File: src/rtl/proc_pkg.sv
// Shared definitions for the filter processor pipeline control blocks:
// opcode constants, branch FSM state encoding, decode result kinds and a
// saturating-counter helper used by the optional branch statistics
// (enabled with the BRANCH_STATS_EN macro in branch_flush_ctrl).
package proc_pkg;

  // Opcode field width and the two control-transfer opcodes.
  localparam int OPCODE_W = 4;
  localparam logic [OPCODE_W-1:0] OP_BR  = 4'b1110;
  localparam logic [OPCODE_W-1:0] OP_JMP = 4'b1111;

  // Branch resolution FSM states.
  typedef enum logic {
    ST_IDLE  = 1'b0,
    ST_FLUSH = 1'b1
  } state_t;

  // Result of the resolve-stage decode; anything but KIND_NONE redirects the PC.
  typedef enum logic [1:0] {
    KIND_NONE = 2'b00,
    KIND_BR   = 2'b01,
    KIND_JMP  = 2'b10
  } kind_t;

  // 16-bit increment that sticks at all-ones instead of wrapping.
  function automatic logic [15:0] sat_inc16(input logic [15:0] val);
    logic [15:0] res;
    if (val == 16'hFFFF) begin
      res = val;
    end else begin
      res = val + 16'd1;
    end
    return res;
  endfunction

endpackage

File: src/rtl/branch_flush_ctrl_if.sv
// Resolve-stage interface of branch_flush_ctrl. The master side is the
// pipeline/hazard logic presenting the instruction; the slave side is the
// branch/flush controller returning PC and squash controls. The optional
// BRANCH_STATS_EN counters are plain ports on the controller, not here.
interface branch_flush_ctrl_if #(
  parameter int OPCODE_W = proc_pkg::OPCODE_W
);

  logic                valid_i;
  logic [OPCODE_W-1:0] opcode_i;
  logic                cmp_flag_i;
  logic                stall_i;
  logic                pc_sel_o;
  logic                pc_hold_o;
  logic                nop_f_o;
  logic                nop_d_o;
  logic                busy_o;

  modport master (
    output valid_i, opcode_i, cmp_flag_i, stall_i,
    input  pc_sel_o, pc_hold_o, nop_f_o, nop_d_o, busy_o
  );

  modport slave (
    input  valid_i, opcode_i, cmp_flag_i, stall_i,
    output pc_sel_o, pc_hold_o, nop_f_o, nop_d_o, busy_o
  );

endinterface

File: src/rtl/branch_decode.sv
// Resolve-stage decode: classifies the presented instruction as a taken
// conditional branch, an unconditional jump, or nothing. A stalled or
// invalid slot never resolves, so the hazard unit can hold a branch in
// place until the stall drops. Used by branch_flush_ctrl.
module branch_decode
  import proc_pkg::*;
#(
  parameter int                  OPCODE_W   = proc_pkg::OPCODE_W,
  parameter logic [OPCODE_W-1:0] BR_OPCODE  = proc_pkg::OP_BR,
  parameter logic [OPCODE_W-1:0] JMP_OPCODE = proc_pkg::OP_JMP
) (
  input  logic                i_valid,
  input  logic                i_stall,
  input  logic [OPCODE_W-1:0] i_opcode,
  input  logic                i_cmp_flag,
  output kind_t               o_kind
);

  kind_t w_kind;

  // Classify the instruction; only an unstalled valid slot can be taken.
  always_comb begin
    w_kind = KIND_NONE;
    if (i_valid && !i_stall) begin
      if (i_opcode == JMP_OPCODE) begin
        w_kind = KIND_JMP;
      end else if ((i_opcode == BR_OPCODE) && i_cmp_flag) begin
        w_kind = KIND_BR;
      end else begin
        w_kind = KIND_NONE;
      end
    end else begin
      w_kind = KIND_NONE;
    end
  end

  assign o_kind = w_kind;

endmodule

File: src/rtl/branch_flush_ctrl.sv
// Branch/jump resolution unit. Selects the branch target into the PC in the
// resolve cycle and squashes the FLUSH_DEPTH younger instructions by holding
// the NOP-insert strobes for FLUSH_DEPTH unstalled cycles (resolve cycle
// included). Stalls freeze the flush and are forwarded as the PC hold.
// Optional feature: define BRANCH_STATS_EN to add the saturating 16-bit
// taken_cnt_o / flush_cyc_o statistics outputs.
module branch_flush_ctrl
  import proc_pkg::*;
#(
  parameter int                  OPCODE_W    = proc_pkg::OPCODE_W,
  parameter logic [OPCODE_W-1:0] BR_OPCODE   = proc_pkg::OP_BR,
  parameter logic [OPCODE_W-1:0] JMP_OPCODE  = proc_pkg::OP_JMP,
  parameter int                  FLUSH_DEPTH = 2
) (
  input  logic               clk,
  input  logic               rst,
  branch_flush_ctrl_if.slave bus
`ifdef BRANCH_STATS_EN
  ,
  output logic [15:0]        taken_cnt_o,
  output logic [15:0]        flush_cyc_o
`endif
);

  // Counter width follows the depth; it holds the squash slots still owed.
  localparam int               CNT_W      = $clog2(FLUSH_DEPTH + 1);
  localparam logic [CNT_W-1:0] C_CNT_ZERO = {CNT_W{1'b0}};
  localparam logic [CNT_W-1:0] C_CNT_ONE  = CNT_W'(1);
  localparam logic [CNT_W-1:0] C_CNT_LOAD = CNT_W'(FLUSH_DEPTH - 1);

  state_t           r_state;
  state_t           w_next_state;
  logic [CNT_W-1:0] r_cnt;
  logic [CNT_W-1:0] w_next_cnt;
  kind_t            w_kind;
  logic             w_taken;
  logic             w_pc_sel;
  logic             w_nop;
  logic             w_busy;

  branch_decode #(
    .OPCODE_W   (OPCODE_W),
    .BR_OPCODE  (BR_OPCODE),
    .JMP_OPCODE (JMP_OPCODE)
  ) u_decode (
    .i_valid    (bus.valid_i),
    .i_stall    (bus.stall_i),
    .i_opcode   (bus.opcode_i),
    .i_cmp_flag (bus.cmp_flag_i),
    .o_kind     (w_kind)
  );

  assign w_taken = (w_kind != KIND_NONE);

  // State and flush-counter register; reset abandons any flush in progress.
  always_ff @(posedge clk) begin
    if (rst) begin
      r_state <= ST_IDLE;
      r_cnt   <= C_CNT_ZERO;
    end else begin
      r_state <= w_next_state;
      r_cnt   <= w_next_cnt;
    end
  end

  // Next-state and counter update; a stall freezes both.
  always_comb begin
    w_next_state = r_state;
    w_next_cnt   = r_cnt;
    case (r_state)
      ST_IDLE: begin
        if (w_taken) begin
          // A depth of one is fully covered by the resolve-cycle strobe.
          if (FLUSH_DEPTH > 1) begin
            w_next_state = ST_FLUSH;
            w_next_cnt   = C_CNT_LOAD;
          end else begin
            w_next_state = ST_IDLE;
            w_next_cnt   = C_CNT_ZERO;
          end
        end else begin
          w_next_state = ST_IDLE;
          w_next_cnt   = r_cnt;
        end
      end
      ST_FLUSH: begin
        // The resolve-stage inputs belong to squashed instructions here.
        if (!bus.stall_i) begin
          if (r_cnt == C_CNT_ONE) begin
            w_next_state = ST_IDLE;
            w_next_cnt   = C_CNT_ZERO;
          end else begin
            w_next_state = ST_FLUSH;
            w_next_cnt   = r_cnt - C_CNT_ONE;
          end
        end else begin
          w_next_state = ST_FLUSH;
          w_next_cnt   = r_cnt;
        end
      end
      default: begin
        w_next_state = ST_IDLE;
        w_next_cnt   = C_CNT_ZERO;
      end
    endcase
  end

  // Output decode: redirect and squash in the resolve cycle, squash only while flushing.
  always_comb begin
    w_pc_sel = 1'b0;
    w_nop    = 1'b0;
    w_busy   = 1'b0;
    case (r_state)
      ST_IDLE: begin
        w_pc_sel = w_taken;
        w_nop    = w_taken;
        w_busy   = 1'b0;
      end
      ST_FLUSH: begin
        w_pc_sel = 1'b0;
        w_nop    = 1'b1;
        w_busy   = 1'b1;
      end
      default: begin
        w_pc_sel = 1'b0;
        w_nop    = 1'b0;
        w_busy   = 1'b0;
      end
    endcase
  end

  assign bus.pc_sel_o  = w_pc_sel;
  assign bus.nop_f_o   = w_nop;
  assign bus.nop_d_o   = w_nop;
  assign bus.busy_o    = w_busy;
  assign bus.pc_hold_o = bus.stall_i;

`ifdef BRANCH_STATS_EN
  logic [15:0] r_taken_cnt;
  logic [15:0] r_flush_cyc;
  logic        w_accept;
  logic        w_flush_cyc;

  // Only an IDLE-state resolve is accepted; strobes only count when the pipe moves.
  assign w_accept    = (r_state == ST_IDLE) && w_taken;
  assign w_flush_cyc = w_nop && !bus.stall_i;

  // Saturating statistics counters.
  always_ff @(posedge clk) begin
    if (rst) begin
      r_taken_cnt <= 16'd0;
      r_flush_cyc <= 16'd0;
    end else begin
      if (w_accept) begin
        r_taken_cnt <= sat_inc16(r_taken_cnt);
      end else begin
        r_taken_cnt <= r_taken_cnt;
      end
      if (w_flush_cyc) begin
        r_flush_cyc <= sat_inc16(r_flush_cyc);
      end else begin
        r_flush_cyc <= r_flush_cyc;
      end
    end
  end

  assign taken_cnt_o = r_taken_cnt;
  assign flush_cyc_o = r_flush_cyc;
`endif

endmodule
File: src/flat_wrapper.sv
// flat-port wrapper written by rule: the top's interface ports become plain ports
module branch_flush_ctrl_flat import proc_pkg::*;
#(
  parameter int                  OPCODE_W    = proc_pkg::OPCODE_W,
  parameter logic [OPCODE_W-1:0] BR_OPCODE   = proc_pkg::OP_BR,
  parameter logic [OPCODE_W-1:0] JMP_OPCODE  = proc_pkg::OP_JMP,
  parameter int                  FLUSH_DEPTH = 2
)
  (clk, rst, bus_valid_i, bus_opcode_i, bus_cmp_flag_i, bus_stall_i, bus_pc_sel_o, bus_pc_hold_o, bus_nop_f_o, bus_nop_d_o, bus_busy_o);
  branch_flush_ctrl_if #(.OPCODE_W(OPCODE_W)) bus_i ();
  input  logic clk;
  input  logic rst;
  input wire logic [$bits(bus_i.valid_i)-1:0] bus_valid_i;
  input wire logic [$bits(bus_i.opcode_i)-1:0] bus_opcode_i;
  input wire logic [$bits(bus_i.cmp_flag_i)-1:0] bus_cmp_flag_i;
  input wire logic [$bits(bus_i.stall_i)-1:0] bus_stall_i;
  output wire logic [$bits(bus_i.pc_sel_o)-1:0] bus_pc_sel_o;
  output wire logic [$bits(bus_i.pc_hold_o)-1:0] bus_pc_hold_o;
  output wire logic [$bits(bus_i.nop_f_o)-1:0] bus_nop_f_o;
  output wire logic [$bits(bus_i.nop_d_o)-1:0] bus_nop_d_o;
  output wire logic [$bits(bus_i.busy_o)-1:0] bus_busy_o;
  assign bus_i.valid_i = bus_valid_i;
  assign bus_i.opcode_i = bus_opcode_i;
  assign bus_i.cmp_flag_i = bus_cmp_flag_i;
  assign bus_i.stall_i = bus_stall_i;
  assign bus_pc_sel_o = bus_i.pc_sel_o;
  assign bus_pc_hold_o = bus_i.pc_hold_o;
  assign bus_nop_f_o = bus_i.nop_f_o;
  assign bus_nop_d_o = bus_i.nop_d_o;
  assign bus_busy_o = bus_i.busy_o;
  branch_flush_ctrl #(.OPCODE_W(OPCODE_W), .BR_OPCODE(BR_OPCODE), .JMP_OPCODE(JMP_OPCODE), .FLUSH_DEPTH(FLUSH_DEPTH)) u_core (.clk(clk), .rst(rst), .bus(bus_i));
endmodule
File: config.mk
export PLATFORM = sky130hd
export DESIGN_NAME = branch_flush_ctrl_flat
export DESIGN_NICKNAME = d
export VERILOG_FILES = /design/src/rtl/proc_pkg.sv /design/src/rtl/branch_flush_ctrl_if.sv /design/src/rtl/branch_decode.sv /design/src/rtl/branch_flush_ctrl.sv /design/src/flat_wrapper.sv
export SDC_FILE = /design/constraint.sdc
export NUM_CORES = 1
export LEC_CHECK = 0
export ABC_CLOCK_PERIOD_IN_PS = 1300
export BUFFER_PORTS_ARGS = -buffer_cell sky130_fd_sc_hd__buf_2
export CORE_AREA = 2 2 39 41
export CTS_BUF_LIST = sky130_fd_sc_hd__clkbuf_4 sky130_fd_sc_hd__clkbuf_8
export CTS_CLUSTER_SIZE = 30
export DETAILED_ROUTE_END_ITERATION = 7
export DIE_AREA = 0 0 41 43
export SETUP_SLACK_MARGIN = 0.02
export SLEW_MARGIN = 40
export SYNTH_ARGS = -nofsm -noshare
export SYNTH_HDL_FRONTEND = slang
export SYNTH_SLANG_ARGS = --single-unit
File: constraint.sdc
create_clock -name clk -period 1.3 [get_ports clk]
set_clock_uncertainty 0.05 [all_clocks]
set_input_delay 0.065 -clock clk [delete_from_list [all_inputs] [get_ports clk]]
set_output_delay 0.065 -clock clk [all_outputs]
set_load 0.02 [all_outputs]
Yosys cells after proc, flatten, opt, wreduce, memory -nomap -nowiden --
Cells that the tools add are included.
Word-level totals: flip-flop bits (word level) 3, output and inout bits 5, word-level logic and storage cells 28
Cells by class: $add $sub $neg 1, eq/ne operators 5, mux-type cells 14, bitwise gates (word level) 1, reductions and logical operators 5
Operator list (count):
- $mux 2 | 5
- $eq 4x4->1 const B | 2
- $pmux 1 s2 | 4
- $mux 1 | 4
- $pmux 2 s2 | 1
- $eq 2x1->1 const B | 1
- $logic_and 1x1->1 | 2
- $ne 2x1->1 const B | 1
- $ne 2x2->1 const B | 1
- $reduce_and 2->1 | 1
- $reduce_bool 2->1 | 1
- $sub 2x1->2 const B | 1
- $logic_not 1->1 | 1
- $not 1->1 | 1

Depth between registers and ports, before layout --
word-level depth 8, gate-level depth with buffers 4, depth with buffers taken out 4

Cells and area by module --
Synthesis repeated with hierarchy kept, for this count alone.
Unflattened totals: cell total of the unflattened synthesis 24, area, all modules 211.5 sq um
Modules (own cells, without submodules):
- branch_flush_ctrl | instances 1, cells each 19, area each 170.2 sq um, sequential area each 60.1 sq um
- branch_decode | instances 1, cells each 5, area each 41.3 sq um, sequential area each 0.0 sq um

Worst setup path before layout --
Ideal clock, no wire load.
path type register to register, from register u_core.r_state, to register u_core.r_cnt[1], data arrival time 0.939 ns, path slack 0.195 ns, stages on the path, launching flop included 4, buffers on the path 0, cells stage by stage dfxtp_1 -> and2b_2 -> mux2i_1 -> nor3_2
Between the ends: longest elaborated chain between the ends 3, elaborated cells on any way between the ends 5
Ends and longest elaborated chain:
- from (decl) | line branch_flush_ctrl.sv:31 | state_t r_state;
- from (signal assigned) | line branch_flush_ctrl.sv:61 | r_state <= w_next_state;
- $not 1->1 | line branch_flush_ctrl.sv:70 | case (r_state)
- $ne 2x1->1 (no source line)
- $reduce_and 2->1 (no source line)
- to (signal assigned) | line branch_flush_ctrl.sv:62 | r_cnt <= w_next_cnt;
- to (decl) | line branch_flush_ctrl.sv:33 | logic [CNT_W-1:0] r_cnt;
Parallel ways exist; a longest one is shown, timed or not. A chain may end at the register's enable or synchronous reset.

Worst setup path in the final report --
from register u_core.r_state, to output port bus_pc_sel_o
Between the ends: longest elaborated chain between the ends 2
Ends and longest elaborated chain:
- $not 1->1 | line branch_flush_ctrl.sv:113 | case (r_state)
- $pmux 1 s2 * | line branch_flush_ctrl.sv:113
- to (decl) | line flat_wrapper.sv:17 | output wire logic [$bits(bus_i.pc_sel_o)-1:0] bus_pc_sel_o;
Every way passes the cells marked *; elsewhere a longest branch is shown, timed or not.

==> flow_summary.yaml <==
sta:
  slew_headroom_pct: 86.6
  setup_ws_ps: 128
  clock.fmax_ghz: 0.853
  whs_ps: 111
  setup_violations: 0
  period_share_pct: 90.1
  finalMaxSlewViolations: 0
  rsz0062_at_grt: "no"
  hold_viol: 0
  min_period_ps: 1170
  worstMarginPinSlew_ps: 201
  setup_tns_ps: 0
synth:
  synth_edf_count: 0
  yosysTopAreaCell: "dfxtp_1"
  synth-seq-cells: 3
  synth.distinct_cells: 17
  yosysTopAreaCellShare_pct: 29.8
  synthesis.nets: 31
  seq_area_frac_synth_pct: 29.8
  yosys-top-cells-count: "dfxtp_1, buf_4, nand3b_1"
  synthArstFlopShare_pct: 0
  syn_area_per_cell_sq_um: 9.59
  synth-main-ff-cell: "dfxtp_1"
  synth_most_common_cell: "dfxtp_1"
  synth_area_leaders: "dfxtp_1, buf_4, nand3b_1, and3b_4, ha_1"
  yosysWarnings: 0
  synth_cells: 21
  synthesis.area_sq_um: 201
detailed_routing:
  routed_wl_um: 417
  first_pass_iters: 2
  drc: 0
  vias: 208
  drt_first_iter_violations: 1
  post_drt_wl_per_cell_um: 7.87
  drtAntennaViolNets: 0
  via_per_inst: 3.92
die:
  die_y_um: 43
  dieArea_sq_um: 1760
  core_sq_um: 1380
  row_count: 14
  start_util_pct: 14.6
  die_w_um: 41
  ios: 14
finish:
  fin_area_sq_um: 312
  final_util_pct: 22.5
  nNetsFinal: 48
  fillers: 166
  multi_input_comb_area_sq_um: 123
  area_growth_pct: 54.7
  drive_above_1_share_pct: 56.8
  diodes: 0
  seqCellArea_sq_um: 60.1
  final_cells: 53
setup_path:
  arrival_ps: 1060
  cp.required_ps: 1190
  crit_path_end_kind: "output pin"
  path_class: "register to output pin"
  path_max_fanout: 7
  critPathLaunchType: "register"
run:
  max-cap-violations: 0
outcome:
  outcome: "complete, no violations"
power:
  p_leak_nw: 0.157
  total_power_uw: 318
  powerDensity_nw_per_um2: 1020
  peakVddDrop_mv: 0.293
clocking:
  cts_resized: 0
  hold_buffers: 1
  root_buffer: "clkbuf_4"
  clk_latency_ps: 230
  path_clk_slew_ps: 40
  cts_buffer_depth: 2
  post_cts_buffers: 0
  cts.sinks: 3
  tritoncts: "yes"
  numCtsBuffers: 3
  htreeDepth: 1
global_routing:
  grt_first_pass_wirelength_um: 841
  grt_max_degree: 8
  grt_antenna_before_repair: 0
  grt_pass1_vias: 228
  grt_use_total_pct: 7.93
  grt-ovfl-total: 0
place:
  io_buffers: 13
  place_ws_ps: 262
  dp_hpwl_um: 357
  dp_cells: 48
  placed_area_sq_um: 272
  gp_congestion: 0.636
worst_hold_path:
  holdCritPathClass: "primary input to register"
## cell families after synthesis
logic type	count (synthesis)	share of synthesized area [%]
buffers and inverters	3	9.31
flip-flops	3	29.8
AO/OA/AOI/OAI	4	14.3
AND/OR/NAND/NOR	9	35.4
adder cells (fa/ha/maj)	1	6.21
multiplexers	1	4.97
## where the power goes
part	switching (mW)	total (mW)	internal [mW]
sequential	0.00214	0.0969	0.0947
clock	0.0466	0.182	0.136
combinational	0.0178	0.0390	0.0212
total	0.0666	0.318	0.252
## critical path: stages, from the launching register on
cell and delay (ps):
dfxtp_1 350, and3b_4 320, buf_2 160
## per-layer routing
metal  vias up  share of wire (%)  track usage, %
li1        107                  -               -
met1        95                 35            5.47
met2         6                 55            11.9
met3         0                9.1            6.28
met4         0                  0            8.00
met5         -                  0               0
## cell type report
cell class	count	area share, %
multi-input combinational	15	39.4
timing repair buffer	14	24.1
tap	16	6.43
clock buffer	4	9.64
inverter	1	1.20
sequential	3	19.3
## state kept, by name, summed over array words and instances, names as in the netlist
name	cells
u_core.r_cnt	2
u_core.r_state	1
## cells in the final DEF, fill, tap and decap left out
| cell type | count |
|---|---|
| nand3b_1 | 2 |
| nor3_1 | 1 |
| nor3_2 | 1 |
| and2_1 | 1 |
| inv_1 | 1 |
| dlygate4sd3_1 | 1 |
| a21o_2 | 1 |
| and2b_2 | 1 |
| mux2i_1 | 1 |
| o21a_1 | 1 |
| ha_1 | 1 |
| a21oi_1 | 1 |
| clkbuf_4 | 4 |
| dfxtp_1 | 3 |
| buf_2 | 13 |
| nand2_1 | 1 |
| and3b_4 | 1 |
| a211oi_1 | 1 |
| and4b_1 | 1 |
## path summary, 6_finish.rpt
| check | from | endpoint | slack (ps) | cells past startpoint |
|---|---|---|---|---|
| min reg2reg | u_core.r_cnt[1]$_SDFFE_PP0P_ | u_core.r_cnt[1]$_SDFFE_PP0P_ | 480 | 2 |
| min | bus_stall_i | u_core.r_cnt[0]$_SDFFE_PP0P_ | 110 | 4 |
| max | u_core.r_state$_SDFF_PP0_ | bus_pc_sel_o | 130 | 2 |
| max reg2reg | u_core.r_state$_SDFF_PP0_ | u_core.r_cnt[1]$_SDFFE_PP0P_ | 280 | 3 |
No activity file was read; power rests on OpenSTA's default activity.
